## config.mk

```make
export PLATFORM = sky130hd
export DESIGN_NAME = wpa2_pio_bridge
export DESIGN_NICKNAME = d
export VERILOG_FILES = /design/src/rtl/wpa2_pio_bridge_pkg.sv /design/src/rtl/wpa2_pio_bridge_timeout.sv /design/src/rtl/wpa2_pio_bridge.sv
export SDC_FILE = /design/constraint.sdc
export NUM_CORES = 1
export LEC_CHECK = 0
export ABC_AREA = 1
export BUFFER_PORTS_ARGS = -buffer_cell sky130_fd_sc_hd__buf_4
export CORE_ASPECT_RATIO = 1.2
export CORE_MARGIN = 2
export CORE_UTILIZATION = 39
export DETAILED_ROUTE_END_ITERATION = 10
export GPL_TIMING_DRIVEN = 0
export PLACE_DENSITY = 0.79
export SYNTH_ARGS = -nofsm -noshare
export SYNTH_HDL_FRONTEND = slang
export SYNTH_SLANG_ARGS = --single-unit
export TNS_END_PERCENT = 50
```

## constraint.sdc

```tcl
create_clock -name clk_clk -period 4.25 [get_ports clk_clk]
set_clock_uncertainty 0.1 [all_clocks]
set_input_delay 0.2125 -clock clk_clk [delete_from_list [all_inputs] [get_ports clk_clk]]
set_output_delay 0.2125 -clock clk_clk [all_outputs]
set_load 0.03 [all_outputs]
```

## src/rtl/wpa2_pio_bridge_pkg.sv

```systemverilog
// rtl/wpa2_pio_bridge_pkg.sv - shared FSM encoding and PIO control bit positions
package wpa2_pio_bridge_pkg;

  typedef enum logic [2:0] {
    IDLE,
    WR_ISSUE,
    RD_ISSUE,
    RD_WAIT,
    ACK
  } state_t;

  localparam int CTL_WR_REQ = 0;
  localparam int CTL_RD_REQ = 1;
  localparam int CTL_ACK    = 0;
  localparam int CTL_ERR    = 1;
  localparam int CTL_DONE   = 2;

endpackage

```

## src/rtl/wpa2_pio_bridge_timeout.sv

```systemverilog
// rtl/wpa2_pio_bridge_timeout.sv - clear/enable cycle counter flagging a channel response timeout
module wpa2_pio_bridge_timeout #(
  parameter int TIMEOUT = 255
) (
  input  logic clk,
  input  logic rst_n,
  input  logic clr,
  input  logic en,
  output logic expired
);

  localparam int CNT_W = $clog2(TIMEOUT + 1);

  logic [CNT_W-1:0] count;

  // Expires in the TIMEOUT-th enabled cycle so the owner leaves on that edge.
  assign expired = en && (count == CNT_W'(TIMEOUT - 1));

  always_ff @(posedge clk or negedge rst_n) begin
    if (!rst_n) begin
      count <= '0;
    end else if (clr) begin
      count <= '0;
    end else if (en && !expired) begin
      count <= count + CNT_W'(1);
    end
  end

endmodule

```

## src/rtl/wpa2_pio_bridge.sv

```systemverilog
// rtl/wpa2_pio_bridge.sv - PIO request/ack to per-channel register access bridge
// Optional response timeout enabled by defining WPA2_PIO_BRIDGE_TIMEOUT_EN.
module wpa2_pio_bridge
  import wpa2_pio_bridge_pkg::*;
#(
  parameter  int DATA_W  = 32,
  parameter  int ADDR_W  = 8,
  parameter  int NCH     = 4,
  parameter  int TIMEOUT = 255,
  localparam int CH_W    = (NCH > 1) ? $clog2(NCH) : 1,
  localparam int REG_W   = ADDR_W - CH_W
) (
  input  logic                  clk_clk,
  input  logic                  reset_reset_n,
  input  logic [ADDR_W-1:0]     address_export,
  input  logic [DATA_W-1:0]     write_export,
  output logic [DATA_W-1:0]     read_export,
  input  logic [1:0]            control_in_export,
  output logic [2:0]            control_out_export,
  output logic [REG_W-1:0]      ch_addr,
  output logic [DATA_W-1:0]     ch_wdata,
  output logic [NCH-1:0]        ch_wr_valid,
  output logic [NCH-1:0]        ch_rd_valid,
  input  logic [NCH-1:0]        ch_ready,
  input  logic [NCH-1:0]        ch_rvalid,
  input  logic [NCH*DATA_W-1:0] ch_rdata,
  input  logic [NCH-1:0]        ch_done
);

  localparam logic [NCH-1:0] ONE_HOT0 = NCH'(1);

  state_t          state;
  logic [CH_W-1:0] sel;
  logic [CH_W-1:0] addr_sel;
  logic [NCH-1:0]  sel_onehot;
  logic            wr_req, rd_req;
  logic            addr_ok, sel_ready, sel_rvalid, tmo;
  logic            ack, err, done;

  assign wr_req     = control_in_export[CTL_WR_REQ];
  assign rd_req     = control_in_export[CTL_RD_REQ];
  assign addr_sel   = address_export[ADDR_W-1:REG_W];
  assign addr_ok    = (32'(addr_sel) < NCH);
  assign sel_onehot = ONE_HOT0 << addr_sel;
  assign sel_ready  = ch_ready[sel];
  assign sel_rvalid = ch_rvalid[sel];

  assign control_out_export[CTL_ACK]  = ack;
  assign control_out_export[CTL_ERR]  = err;
  assign control_out_export[CTL_DONE] = done;

`ifdef WPA2_PIO_BRIDGE_TIMEOUT_EN
  logic tmo_en, tmo_clr;

  // Restart the count on every entry into a waiting state, including RD_ISSUE -> RD_WAIT.
  assign tmo_en  = (state == WR_ISSUE) || (state == RD_ISSUE) || (state == RD_WAIT);
  assign tmo_clr = !tmo_en || ((state == RD_ISSUE) && sel_ready);

  wpa2_pio_bridge_timeout #(.TIMEOUT(TIMEOUT)) u_timeout (
    .clk     (clk_clk),
    .rst_n   (reset_reset_n),
    .clr     (tmo_clr),
    .en      (tmo_en),
    .expired (tmo)
  );
`else
  assign tmo = 1'b0;
`endif

  always_ff @(posedge clk_clk or negedge reset_reset_n) begin
    if (!reset_reset_n) begin
      state       <= IDLE;
      sel         <= '0;
      ch_addr     <= '0;
      ch_wdata    <= '0;
      ch_wr_valid <= '0;
      ch_rd_valid <= '0;
      read_export <= '0;
      ack         <= 1'b0;
      err         <= 1'b0;
      done        <= 1'b0;
    end else begin
      done <= |ch_done;
      case (state)
        IDLE: begin
          if (wr_req || rd_req) begin
            sel      <= addr_sel;
            ch_addr  <= address_export[REG_W-1:0];
            ch_wdata <= write_export;
            if ((wr_req && rd_req) || !addr_ok) begin
              err   <= 1'b1;
              ack   <= 1'b1;
              state <= ACK;
            end else if (wr_req) begin
              err         <= 1'b0;
              ch_wr_valid <= sel_onehot;
              state       <= WR_ISSUE;
            end else begin
              err         <= 1'b0;
              ch_rd_valid <= sel_onehot;
              state       <= RD_ISSUE;
            end
          end
        end
        WR_ISSUE, RD_ISSUE: begin
          if (sel_ready) begin
            ch_wr_valid <= '0;
            ch_rd_valid <= '0;
            if (state == WR_ISSUE) begin
              ack   <= 1'b1;
              state <= ACK;
            end else begin
              state <= RD_WAIT;
            end
          end else if (tmo) begin
            ch_wr_valid <= '0;
            ch_rd_valid <= '0;
            err         <= 1'b1;
            ack         <= 1'b1;
            state       <= ACK;
          end
        end
        RD_WAIT: begin
          if (sel_rvalid) begin
            read_export <= ch_rdata[sel*DATA_W +: DATA_W];
            ack         <= 1'b1;
            state       <= ACK;
          end else if (tmo) begin
            err   <= 1'b1;
            ack   <= 1'b1;
            state <= ACK;
          end
        end
        ACK: begin
          if (!wr_req && !rd_req) begin
            ack   <= 1'b0;
            state <= IDLE;
          end
        end
        default: state <= IDLE;
      endcase
    end
  end

endmodule

```

==> results of run 1 <==
layer usage:
| layer | part of all wire | vias to the layer above |
|---|---|---|
| li1 | - | 2558 |
| met1 | 0.37 | 2438 |
| met2 | 0.51 | 233 |
| met3 | 0.066 | 54 |
| met4 | 0.046 | 0 |
| met5 | 0 | - |
synth_stat cells:
master / number
a21boi_4: 1
a21oi_1: 1
buf_2: 18
buf_4: 5
clkbuf_1: 14
dfrtp_1: 86
inv_1: 36
inv_2: 6
nand2_1: 194
nand2_2: 5
nand3_1: 16
nand3_2: 3
nand3b_1: 1
nand4_1: 1
nor2_1: 68
nor2_2: 3
nor3_1: 2
nor3_4: 1
o21ai_0: 70
o21ai_1: 30
o21ai_2: 1
o21ai_4: 1
o22ai_1: 32
or4_1: 1
power breakdown:
| group | internal [mW] | switching, mW |
|---|---|---|
| clock | 0.403 | 0.347 |
| combinational | 1.17 | 2.12 |
| sequential | 1.22 | 0.264 |
| total | 2.79 | 2.73 |
worst paths after layout:
check	startpoint	end	depth (start not counted)
worst max-delay path	state[1]	ch_wdata[9]	6
min in group clk_clk	address_export[6]	sel[0]	3
worst min-delay path	reset_reset_n	ch_wdata[18]	1
worst max register to register	state[1]	ch_wdata[9]	6
max in group asynchronous	reset_reset_n	read_export[28]	1
worst min register to register	ch_rd_valid[2]	ch_rd_valid[2]	2
repair_timing:
action / CTS / global route
resized for setup: 0 / 0
buffers inserted: 0 / 0
hold endpoints to repair: 39 / 0
hold buffers: 40 / 0
per-stage QoR:
step                       util  power [mW]  std cells  instance area (µm²)
after floorplan               -        3.51        596                 4430
after global placement    0.596        4.68        992                 6580
after detailed placement  0.596        4.72        992                 6580
after CTS                 0.658        5.52       1048                 7260
after global routing      0.658        5.92       1050                 7260
final                     0.658        5.52       1050                 7260
cell type report:
cell class	count	share of cell area
timing repair buffer	304	0.328
sequential	86	0.296
multi-input combinational	431	0.267
clock buffer	9	0.0310
buffer	37	0.0248
tap	132	0.0227
inverter	42	0.0217
clock inverter	7	0.00775
antenna	2	0.000689
worst max-delay path, stage by stage, from the launching register on:
cell	delay, ns
dfrtp_1	0.46
inv_2	0.11
nand2_2	0.08
nor3_4	0.32
clkbuf_1	0.40
nand2_1	0.15
nand2_1	0.10
kinds of logic after synthesis:
| family | Yosys count | share of synthesized area |
|---|---|---|
| flip-flops | 86 | 0.486 |
| AO/OA/AOI/OAI | 136 | 0.169 |
| AND/OR/NAND/NOR | 295 | 0.269 |
| buffers and inverters | 79 | 0.0763 |
flip-flops by register name, summed over array words and instances, names as in the netlist:
signal / flops
done: 1
ch_wr_valid: 4
ch_addr: 6
ch_rd_valid: 4
state: 3
read_export: 32
err: 1
ack: 1
ch_wdata: 32
sel: 2
==> reports/metrics.cfg, run 1 <==
[final_layout]
seq_area_um2 = 2150
num-fill-cells = 935
drive_gt1_frac = 0.354
final_common_cell = buf_4
mostFrequentLayoutCells = buf_4, nand2_1, dfrtp_1, o21ai_0, nor2_1
finalNetCount = 1095
synthToLayoutAreaGrowth_pct = 64.0
multiInputGateArea_um2 = 1940

[worst_setup_path]
cp.required_ns = 4.43
ff2ff_setup_slack_ns = 2.47
crit_fanout = 10
start_kind = flip-flop
crit_type = reg2reg
arrival_ns = 1.96
cp-end-kind = flip-flop

[grt]
grt_max_degree = 87
overflow = 0
grt_pass1_vias = 5158
grt_util_met3 = 0.0445
grt_pass1_wl_um = 25600
busiest_layer = met2
antenna_found_initial = 2
use_met1 = 0.326
use_met2 = 0.455
grt_usage = 0.270

[detailed_routing]
first_pass_iters = 5
routedWlPerCell_um = 16.0
ant_nets = 0
drc = 0
totalWireLength_um = 16800
vias_per_cell = 5.03
vias = 5283
first_iter_violations = 334

[clocking]
h-tree-depth = 3
clock_sinks = 86
clock_latency_ns = 0.34
cts_buffer_depth = 2
cts_buffers = 9
root_buffer = clkbuf_16
tritoncts = built
path_clk_slew_ns = 0.07

[timing]
finalHoldViolations = 28
setup_viol = 0
holdWs_ns = -0.0239
drv_slew = 0
setup_ws_ns = 2.47
setup_tns_ns = 0
max_slew_margin = 0.277
tightest_slew_ns = 1.08
timing.fmax_mhz = 562
rsz0062_at_grt = false
finalCriticalPeriod_ns = 1.78
fin_crit_sh = 0.419

[die]
core-area_um2 = 11000
die_y_um = 121
placementRows = 42
start_util = 0.401
die-area_um2 = 12200
ios = 265
die_w_um = 101

[power]
power_density_nw_per_um2 = 760
ir_worst_vdd_uv = 441
leakage_nw = 3.90

[logic_synthesis]
ys_seq_area_frac = 0.486
syn_area_um2 = 4430
syn_nets = 780
avgSynthCellArea_um2 = 7.43
ys_types = 24
synthTopCellsByArea = dfrtp_1, nand2_1, o21ai_0
synth_top_cell_by_area = dfrtp_1
ys_seq_elements = 86
synth.top_cell.area_share = 0.486
ys_warn_count = 0
synthCells = 596

[job]
drv_cap = 0

[status]
violations = negative hold slack
status = finished, violations left

[place]
portBuffers = 264
dp_hpwl_um = 12000
preCtsSetupSlack_ns = 2.50
gp_congestion = 0.885

[min_path]
min_path_type = in2async

No activity file was read; power rests on OpenSTA's default activity.
==> inputs of run 2 (changes only) <==
PLACE_DENSITY = 0.82   (was 0.79)
clock period = 1.6 ns   (was 4.25 ns; I/O delays follow)
==> run 2 against run 1 <==
Fmax increased by 13%. The flow now finishes without violations. Largest power group unchanged. Critical endpoint is now ch_rd_valid[3]. Register-to-register slack got worse by 2.4 ns. Clock power increased to 2.6 times the previous value. Combinational power increased to 2.9 times the previous value.
==> reports/metrics.cfg, run 2 (same netlist as run 1, synthesis figures left out) <==
[detailed_routing]
vias = 5363  ; +1.5%
drc = 0  ; unchanged
first_iter_violations = 249  ; -25%
first_pass_iters = 5  ; unchanged
ant_nets = 0  ; unchanged
totalWireLength_um = 17400  ; +3.4%
routedWlPerCell_um = 16.3  ; +2.1%
vias_per_cell = 5.04  ; +0.18%

[clocking]
tritoncts = built
root_buffer = clkbuf_16
clock_latency_ns = 0.34  ; about the same
clock_sinks = 86  ; unchanged
path_clk_slew_ns = 0.07  ; about the same
h-tree-depth = 3  ; unchanged
cts_buffers = 9  ; unchanged
cts_buffer_depth = 2  ; unchanged

[grt]
grt_pass1_wl_um = 26300  ; +2.7%
grt_usage = 0.279  ; +0.00872
grt_pass1_vias = 5380  ; +4.3%
antenna_found_initial = 2  ; unchanged
grt_max_degree = 87  ; unchanged
overflow = 0  ; unchanged

[worst_setup_path]
crit_top_cell = o21ai_4
crit_slowest_cell = dfrtp_2
crit_type = reg2reg
crit_fanout = 7  ; -3
cp.required_ns = 1.72  ; -2.71 ns
start_kind = flip-flop
path_cells = inv_4 > nand2_4 > o21ai_4 > inv_2 > o21ai_4 > nand2_2 > nand2_1 > o21ai_1
cp-end-kind = flip-flop
cpPeakStageDelay_ns = 0.44  ; -0.02 ns
arrival_ns = 1.69  ; -0.27 ns

[power]
ir_worst_vdd_uv = 1180  ; +170%
leakage_nw = 4.07  ; +4.4%
power_density_nw_per_um2 = 2030  ; +170%

[die]
ios = 265  ; unchanged
die-area_um2 = 12200  ; unchanged
die_y_um = 121  ; unchanged
core-area_um2 = 11000  ; unchanged
start_util = 0.401  ; unchanged
placementRows = 42  ; unchanged
die_w_um = 101  ; unchanged

[timing]
finalCriticalPeriod_ns = 1.57  ; -0.212 ns
rsz0062_at_grt = true
fin_crit_sh = 0.980  ; +0.561
tightest_slew_ns = 0.771  ; -0.313 ns
setup_tns_ns = 0  ; unchanged
finalHoldViolations = 0  ; -100%
setup_ws_ns = 0.0315  ; -2.44 ns
setup_viol = 0  ; unchanged
max_slew_margin = 0.486  ; +0.209
drv_slew = 0  ; unchanged
timing.fmax_mhz = 638  ; +13%

[job]
drv_cap = 0  ; unchanged

[final_layout]
mostFrequentLayoutCells = buf_4, nand2_1, dfrtp_1, o21ai_0, nor2_1
final_common_cell = buf_4
drive_gt1_frac = 0.385  ; +0.0312
reg_top3 = ch_wdata: 32 flops, read_export: 32 flops, ch_addr: 6 flops
num-fill-cells = 897  ; -4.1%
post-route-util = 0.688  ; +0.0300
synthToLayoutAreaGrowth_pct = 71.4
finalNetCount = 1109  ; +1.3%

[place]
gp_congestion = 0.934  ; +5.4%
preCtsSetupSlack_ns = -0.192  ; -2.69 ns
dp_hpwl_um = 12100  ; +0.67%
portBuffers = 264  ; unchanged

[status]
status = finished, final reports clean

[min_path]
min_path_type = in2reg

-- run 2: final cells by class --
cell class	count	area, µm²	share of cell area
Clock inverter	7	57.6	0.00758
Inverter	42	165	0.0217
Timing Repair Buffer	318	2520	0.332
Buffer	36	264	0.0348
Multi-Input combinational cell	432	2030	0.268
Tap cell	132	165	0.0217
Antenna cell	2	5.00	0.000659
Sequential cell	86	2160	0.284
Clock buffer	9	225	0.0296
-- run 2: critical path, delay by kind of cell (launching register included) --
| kind | cells | cell delay (ns) |
|---|---|---|
| AO/OA/AOI/OAI | 3 | 0.46 |
| AND/OR/NAND/NOR | 3 | 0.25 |
| buffers and inverters | 2 | 0.20 |
| flip-flops | 1 | 0.44 |
-- run 2: repair_timing --
action / CTS / global route
endpoints found under the setup margin: 74 / 68
buffers inserted: 3 / 3
endpoints found under the hold margin: 134 / 0
gates cloned: 1 / 1
resized for setup: 19 / 65
hold buffers: 47 / 0
pin swaps: 3 / 10
-- run 2: per-layer routing --
| layer | share of wire | vias to the layer above | track usage |
|---|---|---|---|
| met5 | 0 | - | 0 |
| met4 | 0.059 | 0 | 0.178 |
| met3 | 0.056 | 70 | 0.0428 |
| met2 | 0.52 | 210 | 0.481 |
| met1 | 0.37 | 2490 | 0.316 |
| li1 | - | 2593 | - |
-- run 2: where the power goes --
part,switching [mW],internal [mW],leakage (nW)
sequential,0.682,3.25,1.07
combinational,5.96,3.52,2.86
clock,0.923,1.07,0.134
-- run 2: path summary, 6_finish.rpt --
check | startpoint | to | slack, ns | cells past startpoint
setup / recovery | state[2] | ch_rd_valid[3] | 0.03 | 8
hold / removal | control_in_export[0] | err | 0.007 | 3
setup reg to reg | state[2] | ch_rd_valid[3] | 0.03 | 8
hold reg to reg | ch_wdata[19] | ch_wdata[19] | 0.37 | 2
max in group asynchronous | reset_reset_n | sel[0] | 0.52 | 2
min in group asynchronous | reset_reset_n | ch_addr[3] | 0.31 | 2
-- run 2: per-stage QoR --
stage               power (mW)  std cells  area [µm²]  hold slack (ns)
floorplan                 9.32        596        4430           -0.316
global placement          12.4        992        6580            0.170
detailed placement        12.6        992        6580            0.184
CTS                       14.9       1058        7410          0.00423
global route              16.4       1064        7600           0.0256
finish                    15.4       1064        7600          0.00693
==> inputs of run 3 (changes only) <==
PLACE_DENSITY = 0.79   (was 0.82)
SYNTH_HIERARCHICAL = 1   (was unset)
clock period = 1.72 ns   (was 1.6 ns; I/O delays follow)
==> run 3 against run 2 <==
Critical path depth is 4 lower. Final area is 2.2% lower. Hold slack better by 0.0038 ns. Highest routed layer unchanged. Global-route usage is 0.70 points lower.
==> reports/metrics.cfg, run 3 <==
[status]
status = finished, final reports clean

[logic_synthesis]
ys_warn_count = 6  ; +6
ys_types = 24  ; unchanged
yosys.area_share.simple = 0.269  ; unchanged
synth_top_cell_by_area = dfrtp_1
synth.most_common_cell = nand2_1
syn_area_um2 = 4430  ; unchanged
synth-xor-area-share = 0  ; unchanged
synth-edff-count = 0  ; unchanged
ys_seq_elements = 86  ; unchanged
synth_top_family_by_area = simple AND/OR/NAND/NOR gates
muxShareOfSynthArea = 0  ; unchanged
ys_seq_area_frac = 0.486  ; unchanged
avgSynthCellArea_um2 = 7.43  ; unchanged
synthArstFlopShare = 1.00  ; unchanged
synth_common_cells = nand2_1, dfrtp_1, o21ai_0
synth.top_cell.area_share = 0.486  ; unchanged
syn_nets = 780  ; unchanged
synthTopCellsByArea = dfrtp_1, nand2_1, o21ai_0
synthCells = 596  ; unchanged
synth_compound_area_frac = 0.169  ; unchanged
ys.flop_type = dfrtp_1
synth-adder-area-share = 0  ; unchanged

[worst_setup_path]
cp-end-kind = flip-flop
crit_top_cell = dlygate4sd3_1
crit_slowest_cell = dlygate4sd3_1
critPathTopFamily = buffers and inverters
worst_r2r_endpoint = state[2]
cp.required_ns = 1.85  ; +0.13 ns
rr_worst_depth = 8  ; unchanged
path_buf_inv = 3  ; +1
cpPeakStageDelay_ns = 0.58  ; +0.14 ns
path_cells = dlygate4sd3_1 > buf_4 > or4_1 > dlygate4sd3_1
startpoint = ch_done[2]
ff2ff_setup_slack_ns = 0.1  ; +0.07 ns
crit_fanout = 1  ; -6
r2r_start = sel[0]
arrival_ns = 1.75  ; +0.06 ns
crit_type = in2reg
start_kind = primary input

[final_layout]
post-route-util = 0.673  ; -0.0151
mostFrequentLayoutCells = buf_4, nand2_1, dfrtp_1, o21ai_0, nor2_1
finalNetCount = 1108  ; -0.090%
reg_top3 = ch_wdata: 32 flops, read_export: 32 flops, ch_addr: 6 flops
drive_gt1_frac = 0.370  ; -0.0147
final_common_cell = buf_4
final_design_area_no_fill_um2 = 7430  ; -2.2%
synthToLayoutAreaGrowth_pct = 67.7

[power]
leakage_nw = 3.99  ; -2.1%
total_power_mw = 14.0  ; -9.3%
power_density_nw_per_um2 = 1880  ; -7.3%
ir_worst_vdd_uv = 1130  ; -4.6%

[detailed_routing]
first_pass_iters = 5  ; unchanged
totalWireLength_um = 17000  ; -2.0%
vias = 5380  ; +0.32%
vias_per_cell = 5.06  ; +0.41%
ant_nets = 0  ; unchanged
routedWlPerCell_um = 16.0  ; -1.9%
drc = 0  ; unchanged
first_iter_violations = 320  ; +29%

[die]
die-area_um2 = 12200  ; unchanged
core-area_um2 = 11000  ; unchanged
placementRows = 42  ; unchanged
start_util = 0.401  ; unchanged
ios = 265  ; unchanged
die_y_um = 121  ; unchanged
die_w_um = 101  ; unchanged

[timing]
tightest_slew_ns = 1.09  ; +0.319 ns
timing.fmax_mhz = 616
setup_tns_ns = 0  ; unchanged
holdWs_ns = 0.0107  ; +0.00377 ns
drv_slew = 0  ; unchanged
setup_viol = 0  ; unchanged
finalCriticalPeriod_ns = 1.62
rsz0062_at_grt = false
fin_crit_sh = 0.944
max_slew_margin = 0.273  ; -0.212
finalHoldViolations = 0  ; unchanged

[min_path]
min_path_type = in2reg
hold_start = control_in_export[0]
hold_end = err
worstHoldPathCells = 3  ; unchanged

[clocking]
h-tree-depth = 3  ; unchanged
tritoncts = built
clock_latency_ns = 0.33  ; about the same
clock_sinks = 86  ; unchanged
path_clk_slew_ns = 0.07  ; about the same
root_buffer = clkbuf_16
cts_buffer_depth = 2  ; unchanged
cts_buffers = 9  ; unchanged

[place]
portBuffers = 264  ; unchanged
dp_hpwl_um = 12000  ; -0.66%
dpl-instance-area_um2 = 6580  ; unchanged
gp_congestion = 0.885  ; -5.2%

[job]
drv_cap = 0  ; unchanged

[grt]
overflow = 0  ; unchanged
grt_usage = 0.272  ; -0.00702
grt_pass1_wl_um = 25700  ; -2.1%
grt_pass1_vias = 5192  ; -3.5%
antenna_found_initial = 2  ; unchanged
grt_max_degree = 87  ; unchanged

-- run 3: cell counts after synthesis --
No cell type changed its count.
-- run 3: through the flow --
stage               cells  worst slack, ns
global placement      992          -0.0545
finish               1063           0.0967
floorplan             596            0.227
global route         1063         0.000647
detailed placement    992          -0.0332
CTS                  1056           0.0184
-- run 3: worst min-delay path, cell delays in order --
cell and delay, ns:
buf_4 0.11, nand3_1 0.13, nand2_1 0.09
-- run 3: power by group --
| group | internal (mW) | switching, mW | total [mW] |
|---|---|---|---|
| Clock | 0.997 | 0.863 | 1.86 |
| Sequential | 3.02 | 0.638 | 3.66 |
| Combinational | 3.10 | 5.36 | 8.46 |
| Total | 7.12 | 6.86 | 14.0 |
-- run 3: worst max-delay path by stage --
stage / slack [ns] / depth (start not counted) / to
floorplan: 0.23 / 8 / ch_addr[0]
global placement: -0.05 / 6 / read_export[22]
detailed placement: -0.03 / 6 / read_export[22]
CTS: 0.02 / 7 / read_export[15]
global route: 0.0006 / 8 / ch_wr_valid[1]
finish: 0.1 / 4 / done
-- run 3: cell families after synthesis --
family / count (synthesis)
buffers and inverters: 79
flip-flops: 86
AND/OR/NAND/NOR: 295
AO/OA/AOI/OAI: 136
-- run 3: per-layer routing --
| layer | part of all wire | wire length [µm] | GRT usage |
|---|---|---|---|
| met5 | 0 | 0 | 0 |
| met4 | 0.048 | 821 | 0.145 |
| met3 | 0.058 | 989 | 0.0445 |
| met2 | 0.51 | 8640 | 0.461 |
| met1 | 0.39 | 6580 | 0.326 |
-- run 3: repair_timing --
| action | in CTS | in global routing |
|---|---|---|
| endpoints found under the hold margin | 134 | 0 |
| pin swaps | 1 | 3 |
| resized for setup | 8 | 20 |
| setup endpoints to repair | 32 | 77 |
| setup buffers | 3 | 5 |
| gates cloned | 0 | 0 |
| hold buffers | 45 | 0 |
-- run 3: area by class of cell --
| cell class | instances | area, µm² |
|---|---|---|
| Multi-Input combinational cell | 431 | 1960 |
| Tap cell | 132 | 165 |
| Buffer | 37 | 213 |
| Clock buffer | 9 | 225 |
| Clock inverter | 7 | 56.3 |
| Inverter | 42 | 158 |
| Fill cell | 920 | 3610 |
| Sequential cell | 86 | 2160 |
| Antenna cell | 2 | 5.00 |
| Timing Repair Buffer | 317 | 2490 |
